--- config.mk ---
export PLATFORM = sky130hd
export DESIGN_NAME = match_ctrl_flat
export DESIGN_NICKNAME = d
export VERILOG_FILES = /design/src/rtl/match_ctrl_if.sv /design/src/rtl/match_ctrl.sv /design/src/flat_wrapper.sv
export SDC_FILE = /design/constraint.sdc
export NUM_CORES = 1
export LEC_CHECK = 0
export ABC_AREA = 1
export BUFFER_PORTS_ARGS = -buffer_cell sky130_fd_sc_hd__buf_2
export CORE_ASPECT_RATIO = 0.75
export CORE_MARGIN = 4
export CORE_UTILIZATION = 44
export CTS_CLUSTER_SIZE = 20
export DETAILED_ROUTE_END_ITERATION = 16
export GPL_TIMING_DRIVEN = 0
export REMOVE_ABC_BUFFERS = 1
export SYNTH_ARGS = -nofsm -noshare
export SYNTH_HDL_FRONTEND = slang
export SYNTH_SLANG_ARGS = --single-unit
--- constraint.sdc ---
create_clock -name clk -period 1.6 [get_ports clk]
set_input_delay 0.16 -clock clk [delete_from_list [all_inputs] [get_ports clk]]
set_output_delay 0.16 -clock clk [all_outputs]
set_load 0.005 [all_outputs]
--- src/rtl/match_ctrl_if.sv ---
// Signal bundle between the match sequencer and its environment: button,
// mover goal flags and frame strobe in; motion gating, score and status out.
interface match_ctrl_if;
  logic       frame_tick;
  logic       start;
  logic       goal1;
  logic       goal2;
  logic       mover_run;
  logic       puck_reset;
  logic       serve_dir;
  logic [2:0] score1;
  logic [2:0] score2;
  logic [1:0] winner;
  logic [2:0] state;

  modport slave (
    input  frame_tick, start, goal1, goal2,
    output mover_run, puck_reset, serve_dir, score1, score2, winner, state
  );

  modport master (
    output frame_tick, start, goal1, goal2,
    input  mover_run, puck_reset, serve_dir, score1, score2, winner, state
  );
endinterface

--- src/rtl/match_ctrl.sv ---
// Air-hockey match sequencer: gates puck motion, times serve and post-goal
// freezes in frame ticks, keeps both scores and declares the winner.
module match_ctrl #(
  parameter int WIN_SCORE    = 5,
  parameter int SERVE_FRAMES = 30,
  parameter int PAUSE_FRAMES = 60
) (
  input  logic          clk,
  input  logic          clr,
  match_ctrl_if.slave   bus
);

  typedef enum logic [2:0] {
    IDLE  = 3'd0,
    SERVE = 3'd1,
    PLAY  = 3'd2,
    PAUSE = 3'd3,
    OVER  = 3'd4
  } state_t;

  localparam logic [2:0] WIN3   = 3'(WIN_SCORE);
  localparam logic [7:0] SERVE8 = 8'(SERVE_FRAMES);
  localparam logic [7:0] PAUSE8 = 8'(PAUSE_FRAMES);

  state_t     state_r, state_s;
  logic [7:0] cnt_r, cnt_s;
  logic       start_q, goal1_q, goal2_q;
  logic       mover_run_r, mover_run_s;
  logic       puck_reset_r, puck_reset_s;
  logic       serve_dir_r, serve_dir_s;
  logic [2:0] score1_r, score1_s;
  logic [2:0] score2_r, score2_s;
  logic [1:0] winner_r, winner_s;
  logic       start_ev_s, g1_ev_s, g2_ev_s;

  assign start_ev_s = bus.start & ~start_q;
  assign g1_ev_s    = bus.goal1 & ~goal1_q;
  assign g2_ev_s    = bus.goal2 & ~goal2_q;

  // Next-state and next-output decode; every output is registered below.
  always_comb begin
    state_s      = state_r;
    cnt_s        = cnt_r;
    puck_reset_s = 1'b0;
    serve_dir_s  = serve_dir_r;
    score1_s     = score1_r;
    score2_s     = score2_r;
    winner_s     = winner_r;
    case (state_r)
      IDLE, OVER: begin
        if (start_ev_s) begin
          score1_s     = 3'd0;
          score2_s     = 3'd0;
          winner_s     = 2'd0;
          serve_dir_s  = 1'b0;
          puck_reset_s = 1'b1;
          cnt_s        = SERVE8;
          state_s      = SERVE;
        end else begin
          state_s = state_r;
        end
      end
      SERVE: begin
        if (bus.frame_tick) begin
          if (cnt_r <= 8'd1) begin
            cnt_s   = 8'd0;
            state_s = PLAY;
          end else begin
            cnt_s = cnt_r - 8'd1;
          end
        end else begin
          cnt_s = cnt_r;
        end
      end
      PLAY: begin
        // A simultaneous right-goal edge is dropped when the left goal scores.
        if (g1_ev_s) begin
          score1_s    = score1_r + 3'd1;
          serve_dir_s = 1'b1;
          if (score1_s == WIN3) begin
            winner_s = 2'd1;
            state_s  = OVER;
          end else begin
            cnt_s   = PAUSE8;
            state_s = PAUSE;
          end
        end else if (g2_ev_s) begin
          score2_s    = score2_r + 3'd1;
          serve_dir_s = 1'b0;
          if (score2_s == WIN3) begin
            winner_s = 2'd2;
            state_s  = OVER;
          end else begin
            cnt_s   = PAUSE8;
            state_s = PAUSE;
          end
        end else begin
          state_s = PLAY;
        end
      end
      PAUSE: begin
        if (bus.frame_tick) begin
          if (cnt_r <= 8'd1) begin
            puck_reset_s = 1'b1;
            cnt_s        = SERVE8;
            state_s      = SERVE;
          end else begin
            cnt_s = cnt_r - 8'd1;
          end
        end else begin
          cnt_s = cnt_r;
        end
      end
      default: begin
        state_s     = IDLE;
        cnt_s       = 8'd0;
        serve_dir_s = 1'b0;
        score1_s    = 3'd0;
        score2_s    = 3'd0;
        winner_s    = 2'd0;
      end
    endcase
    mover_run_s = (state_s == PLAY);
  end

  // State, counter, edge-detect history and output registers.
  always_ff @(posedge clk) begin
    if (clr) begin
      state_r      <= IDLE;
      cnt_r        <= 8'd0;
      start_q      <= 1'b0;
      goal1_q      <= 1'b0;
      goal2_q      <= 1'b0;
      mover_run_r  <= 1'b0;
      puck_reset_r <= 1'b0;
      serve_dir_r  <= 1'b0;
      score1_r     <= 3'd0;
      score2_r     <= 3'd0;
      winner_r     <= 2'd0;
    end else begin
      state_r      <= state_s;
      cnt_r        <= cnt_s;
      start_q      <= bus.start;
      goal1_q      <= bus.goal1;
      goal2_q      <= bus.goal2;
      mover_run_r  <= mover_run_s;
      puck_reset_r <= puck_reset_s;
      serve_dir_r  <= serve_dir_s;
      score1_r     <= score1_s;
      score2_r     <= score2_s;
      winner_r     <= winner_s;
    end
  end

  assign bus.mover_run  = mover_run_r;
  assign bus.puck_reset = puck_reset_r;
  assign bus.serve_dir  = serve_dir_r;
  assign bus.score1     = score1_r;
  assign bus.score2     = score2_r;
  assign bus.winner     = winner_r;
  assign bus.state      = state_r;

endmodule

--- src/flat_wrapper.sv ---
// flat-port wrapper written by rule: the top's interface ports become plain ports
module match_ctrl_flat 
#(
  parameter int WIN_SCORE    = 5,
  parameter int SERVE_FRAMES = 30,
  parameter int PAUSE_FRAMES = 60
)
  (clk, clr, bus_frame_tick, bus_start, bus_goal1, bus_goal2, bus_mover_run, bus_puck_reset, bus_serve_dir, bus_score1, bus_score2, bus_winner, bus_state);
  match_ctrl_if bus_i ();
  input  logic clk;
  input  logic clr;
  input wire logic [$bits(bus_i.frame_tick)-1:0] bus_frame_tick;
  input wire logic [$bits(bus_i.start)-1:0] bus_start;
  input wire logic [$bits(bus_i.goal1)-1:0] bus_goal1;
  input wire logic [$bits(bus_i.goal2)-1:0] bus_goal2;
  output wire logic [$bits(bus_i.mover_run)-1:0] bus_mover_run;
  output wire logic [$bits(bus_i.puck_reset)-1:0] bus_puck_reset;
  output wire logic [$bits(bus_i.serve_dir)-1:0] bus_serve_dir;
  output wire logic [$bits(bus_i.score1)-1:0] bus_score1;
  output wire logic [$bits(bus_i.score2)-1:0] bus_score2;
  output wire logic [$bits(bus_i.winner)-1:0] bus_winner;
  output wire logic [$bits(bus_i.state)-1:0] bus_state;
  assign bus_i.frame_tick = bus_frame_tick;
  assign bus_i.start = bus_start;
  assign bus_i.goal1 = bus_goal1;
  assign bus_i.goal2 = bus_goal2;
  assign bus_mover_run = bus_i.mover_run;
  assign bus_puck_reset = bus_i.puck_reset;
  assign bus_serve_dir = bus_i.serve_dir;
  assign bus_score1 = bus_i.score1;
  assign bus_score2 = bus_i.score2;
  assign bus_winner = bus_i.winner;
  assign bus_state = bus_i.state;
  match_ctrl #(.WIN_SCORE(WIN_SCORE), .SERVE_FRAMES(SERVE_FRAMES), .PAUSE_FRAMES(PAUSE_FRAMES)) u_core (.clk(clk), .clr(clr), .bus(bus_i));
endmodule
# Word level (Yosys, flattened, before mapping)
# Index checks and enable logic that the tools add are counted.
# Widths: inputs -> output; s select.
[op_classes]
bitwise = 7
addsub = 3
reduce_logical = 8
n_mux = 40
n_eq_ne = 18
order_cmp = 1
[op_table]
columns = ["op", "count"]
rows = [
  ["$mux 8", 9],
  ["$mux 3", 13],
  ["$pmux 8 s4", 1],
  ["$pmux 3 s3", 2],
  ["$pmux 3 s4", 1],
  ["$mux 2", 5],
  ["$eq 3x2->1 const B", 3],
  ["$eq 3x3->1 const B", 3],
  ["$le 8x1->1 const B", 1],
  ["$sub 8x1->8 const B", 1],
  ["$add 3x1->3 const B", 2],
  ["$mux 1", 6],
  ["$ne 2x1->1 const B", 3],
  ["$ne 2x2->1 const B", 3],
  ["$ne 3x1->1 const B", 2],
  ["$ne 3x3->1 const B", 2],
  ["$pmux 2 s3", 1],
  ["$reduce_and 3->1", 2],
  ["$reduce_and 6->1", 1],
  ["$reduce_and 5->1", 1],
  ["$not 1->1", 4],
  ["$reduce_and 4->1", 1],
  ["$reduce_or 2->1", 2],
  ["$and 1x1->1", 3],
  ["other kinds (5)", 5],
]
[totals]
reg_bits = 25
out_inout_bits = 14
inputBits = 6
word_cells = 88

# Depth between registers and ports, before layout
[depth]
depth_word = 7
depth_mapped = 11
mapped_depth_nobuf = 11

# Worst setup path before layout
# No wires, ideal clock.
[synth_path]
path_type = "register -> register"
start = "register u_core.cnt_r[0]"
end = "register u_core.cnt_r[2]"
period_less_slack_ns = 1.399
path_stages_with_launch = 12
setup_slack_ns = 0.201
path_buffers = 0
t_required_ns = 1.532
setup_time_ns = 0.068
t_arrival_ns = 1.331
cell_sequence = "dfxtp_1 -> inv_1 -> ha_1 -> nor2_1 -> nor2_1 -> nand2_1 -> nand2_1 -> nand2_1 -> nand2_1 -> nand2_1 -> nand2_1 -> a21oi_2"
[synth_via]
elab_chain_len = 4
elab_cells_between_ends = 7
classes_between = "1 x add/sub; 1 x order compare; 5 x mux"
[synth_lines]
columns = ["item", "line", "text"]
rows = [
  ["start, declared", "match_ctrl.sv:26", "logic [7:0] cnt_r, cnt_s;"],
  ["start signal, assigned", "match_ctrl.sv:142", "cnt_r <= cnt_s;"],
  ["$sub 8x1->8 or $le 8x1->1 (tied branches)", "--", ""],
  ["$mux 8, on equally long branches", "match_ctrl.sv:103, match_ctrl.sv:65", ""],
  ["$mux 8, on equally long branches", "match_ctrl.sv:102, match_ctrl.sv:64", ""],
  ["$pmux 8 s4 *", "match_ctrl.sv:49", "case (state_r)"],
]
# Every way passes the cells marked *; elsewhere a longest branch is shown, timed or not. The select of a mux whose other input is x is not followed.
# A chain may end at the register's enable or synchronous reset.

# Worst setup path after layout
[layout_path]
start = "register u_core.score1_r[0] (netlist: u_core.bus.score1[0])"
end = "register u_core.cnt_r[6]"
[layout_via]
elab_chain_len = 4
[layout_lines]
columns = ["item", "line", "text"]
rows = [
  ["start, declared", "match_ctrl.sv:31", "logic [2:0] score1_r, score1_s;"],
  ["start signal, assigned", "match_ctrl.sv:149", "score1_r <= score1_s;"],
  ["$add 3x1->3", "match_ctrl.sv:78", "score1_s = score1_r + 3'd1;"],
  ["$eq 3x3->1", "match_ctrl.sv:80", "if (score1_s == WIN3) begin"],
  ["$ne 3x3->1 (no source line)", "--", ""],
  ["$reduce_and 6->1 (no source line)", "--", ""],
]
# No other way between the ends.

==> qor.yml <==
timing:
  tightest_slew_ns: 0.407
  fin_skew_ns: 0.00162
  rsz0062_at_grt: "true"
  period_share_pct: 97.5
  finalHoldViolations: 0
  setup_viol_count_final: 0
  timing.fmax_ghz: 0.641
  maxSlewViolCount: 0
  fin_setup_tns_ns: 0
  fin_crit_ns: 1.56
  slew_headroom_pct: 72.9
yosys:
  yosysSeqAreaShare_pct: 32.9
  avgSynthCellArea_um2: 6.83
  synth_cell_type_count: 27
  synth_seq_cells: 25
  synth_area_um2: 1520
  ys_warn_count: 0
  synthCells: 223
worst_setup_path:
  path_buf_inv: 1
  critical-path-top-delay-family: "simple AND/OR/NAND/NOR gates"
  crit_required_ns: 1.80
  cp-start-kind: "flip-flop"
  slowest_stage: "dfxtp_2"
  critPathKind: "flip-flop to flip-flop"
  cp_max_fo: 8
  cpPeakStageDelay_ns: 0.34
  crit_path_cell_trace: "ha_2 > or2_1 > nand3_2 > inv_2 > nand2_2 > nand2_2 > nor2_4 > o21ai_0 > nor2_1"
  path_common_cell: "nand2_2"
  cp-end-kind: "flip-flop"
  crit_arrival_ns: 1.76
pwr:
  clkPwrFrac_pct: 11.4
  p_leak_nw: 0.846
  power.net_switching_w: 0.00153
  p_comb_share_pct: 58.8
  swShare_pct: 48.0
  ir_drop_v: 0.000742
  intPower_w: 0.00166
  pwr-share-seq_pct: 29.9
  power_density_nw_per_um2: 1820
floorplan:
  die_h_um: 58.9
  start_util_pct: 46.0
  die_w_um: 75.9
  fp.coreArea_um2: 3310
  ios: 20
  std_cell_rows: 18
  die_area_um2: 4480
cells_and_area:
  layout-drive-gt1-share_pct: 31.7
  antenna_cells: 0
  mostFrequentLayoutCell: "nand2_1"
  fin_util_pct: 53.1
  syn2layout_area_growth_pct: 15.4
  layout.nets: 259
  final_cell_mix: "nand2_1, inv_1, dfxtp_1, nor2_1, buf_2"
clock_network:
  clockBufferDepth: 2
  clock_sinks: 25
  h-tree-depth: 1
  clk_latency_ns: 0.26
  tritoncts: "done"
  cts-root-buf: "clkbuf_8"
  clkSlewWorstSetupHoldPaths_ns: 0.08
  numCtsBuffers: 3
placement:
  port_buffers: 19
  dp_hpwl_mm: 2.47
  place.gp.congestion: 0.839
drt:
  drc: 0
  wire_per_inst_um: 11.2
  drt_pre_antenna_iters: 4
  vias: 1355
  drtIter0Drc: 125
  postRouteAntennaNets: 0
  drt-total-wl_mm: 3.21
  viasPerCell: 4.74
grt:
  grt_max_degree: 19
  grt_pass1_wl_mm: 5.62
  grt_pass1_vias: 1178
  grt_usage_pct: 15.5
  overflow: 0
  antenna_found_initial: 0
worst_hold_path:
  hp-class: "primary input to flip-flop"
status:
  status: "complete, no violations"
flow_run:
  drv_cap: 0
==> state kept, by name (all words and copies together), names as in the netlist <==
register / flops
u_core.bus.mover_run: 1
u_core.bus.puck_reset: 1
u_core.bus.score1: 3
u_core.bus.score2: 3
u_core.bus.serve_dir: 1
u_core.bus.state: 3
u_core.bus.winner: 2
u_core.cnt_r: 8
u_core.goal1_q: 1
u_core.goal2_q: 1
u_core.start_q: 1
==> worst paths after layout <==
check                  startpoint                    to  slack (ns)  cells after the start
max reg2reg  u_core.bus.score1[0]       u_core.cnt_r[6]        0.04                      9
min reg2reg  u_core.bus.winner[1]  u_core.bus.winner[1]        0.47                      2
max          u_core.bus.score1[0]       u_core.cnt_r[6]        0.04                      9
min                     bus_start        u_core.start_q        0.11                      3
==> logic make-up after synthesis <==
family	after synthesis	share of synthesized area, %
AND/OR/NAND/NOR	120	37.5
buffers and inverters	36	9.04
AO/OA/AOI/OAI	32	13.4
flip-flops	25	32.9
adder cells (fa/ha/maj)	6	4.93
XOR/XNOR	4	2.30
==> timing repair <==
| action | in CTS | in global routing |
|---|---|---|
| hold buffers | 0 | 0 |
| endpoints found under the setup margin | 2 | 11 |
| pin swaps | 0 | 5 |
| setup buffers | 0 | 2 |
| resized for setup | 1 | 16 |
==> Yosys cell counts, drive strengths merged <==
master	count	share of area (%)
nand4	3	1.2
dfxtp	25	33
nor3	3	1.3
or2	1	0.41
a21oi	20	8.8
clkbuf	2	0.49
o21ai	8	2.6
nor2	29	9.0
inv	34	8.5
o21a	2	0.99
ha	6	4.9
xor2	4	2.3
nand3	13	5.4
a211oi	2	0.99
nand2	71	20
==> worst reg2reg max path: cells and delay by family (launching register included) <==
kind | cells | cell delay [ns]
simple gates | 6 | 0.82
fa+ha+maj | 1 | 0.18
compound gates | 1 | 0.11
flops | 1 | 0.34
buf+inv | 1 | 0.05
==> metal layers <==
metal / wire, um / track usage (%) / vias to the layer above
met4: 18 / 3.05 / 0
met3: 190 / 4.43 / 2
met1: 1820 / 24.3 / 578
met2: 1180 / 20.6 / 28
li1: - / - / 747
met5: 0 / 0 / -
==> cell type report <==
class | instances | area (um^2)
inverters | 34 | 130
flip-flops and latches | 25 | 507
multi-input cells | 162 | 915
clock buffers | 4 | 45.0
well taps | 40 | 50.0
repair buffers | 21 | 110
fillers | 337 | 1550
==> per-stage QoR <==
stage	instances	power, W	cell area [um^2]	hold WS, ns	setup WS, ns
finish	286	0.00320	1760	0.108	0.0400
global route	286	0.00356	1760	0.0874	-0.0578
CTS	284	0.00312	1710	0.0975	-0.000433
detailed placement	280	0.00274	1660	0.383	-0.00655
global placement	280	0.00275	1660	0.373	-0.0264
floorplan	221	0.00234	1520	0.222	0.203
==> power by group through the flow <==
| stage | Clock (W) | Combinational [W] | Sequential [W] |
|---|---|---|---|
| after global routing | 0.000421 | 0.00215 | 0.000982 |
| after global placement | 0 | 0.00179 | 0.000957 |
| after detailed placement | 0 | 0.00178 | 0.000956 |
| after floorplan | 0 | 0.00140 | 0.000942 |
| after CTS | 0.000383 | 0.00179 | 0.000944 |
| final | 0.000363 | 0.00188 | 0.000955 |
Note: power is estimated with default switching activity, not from simulation.
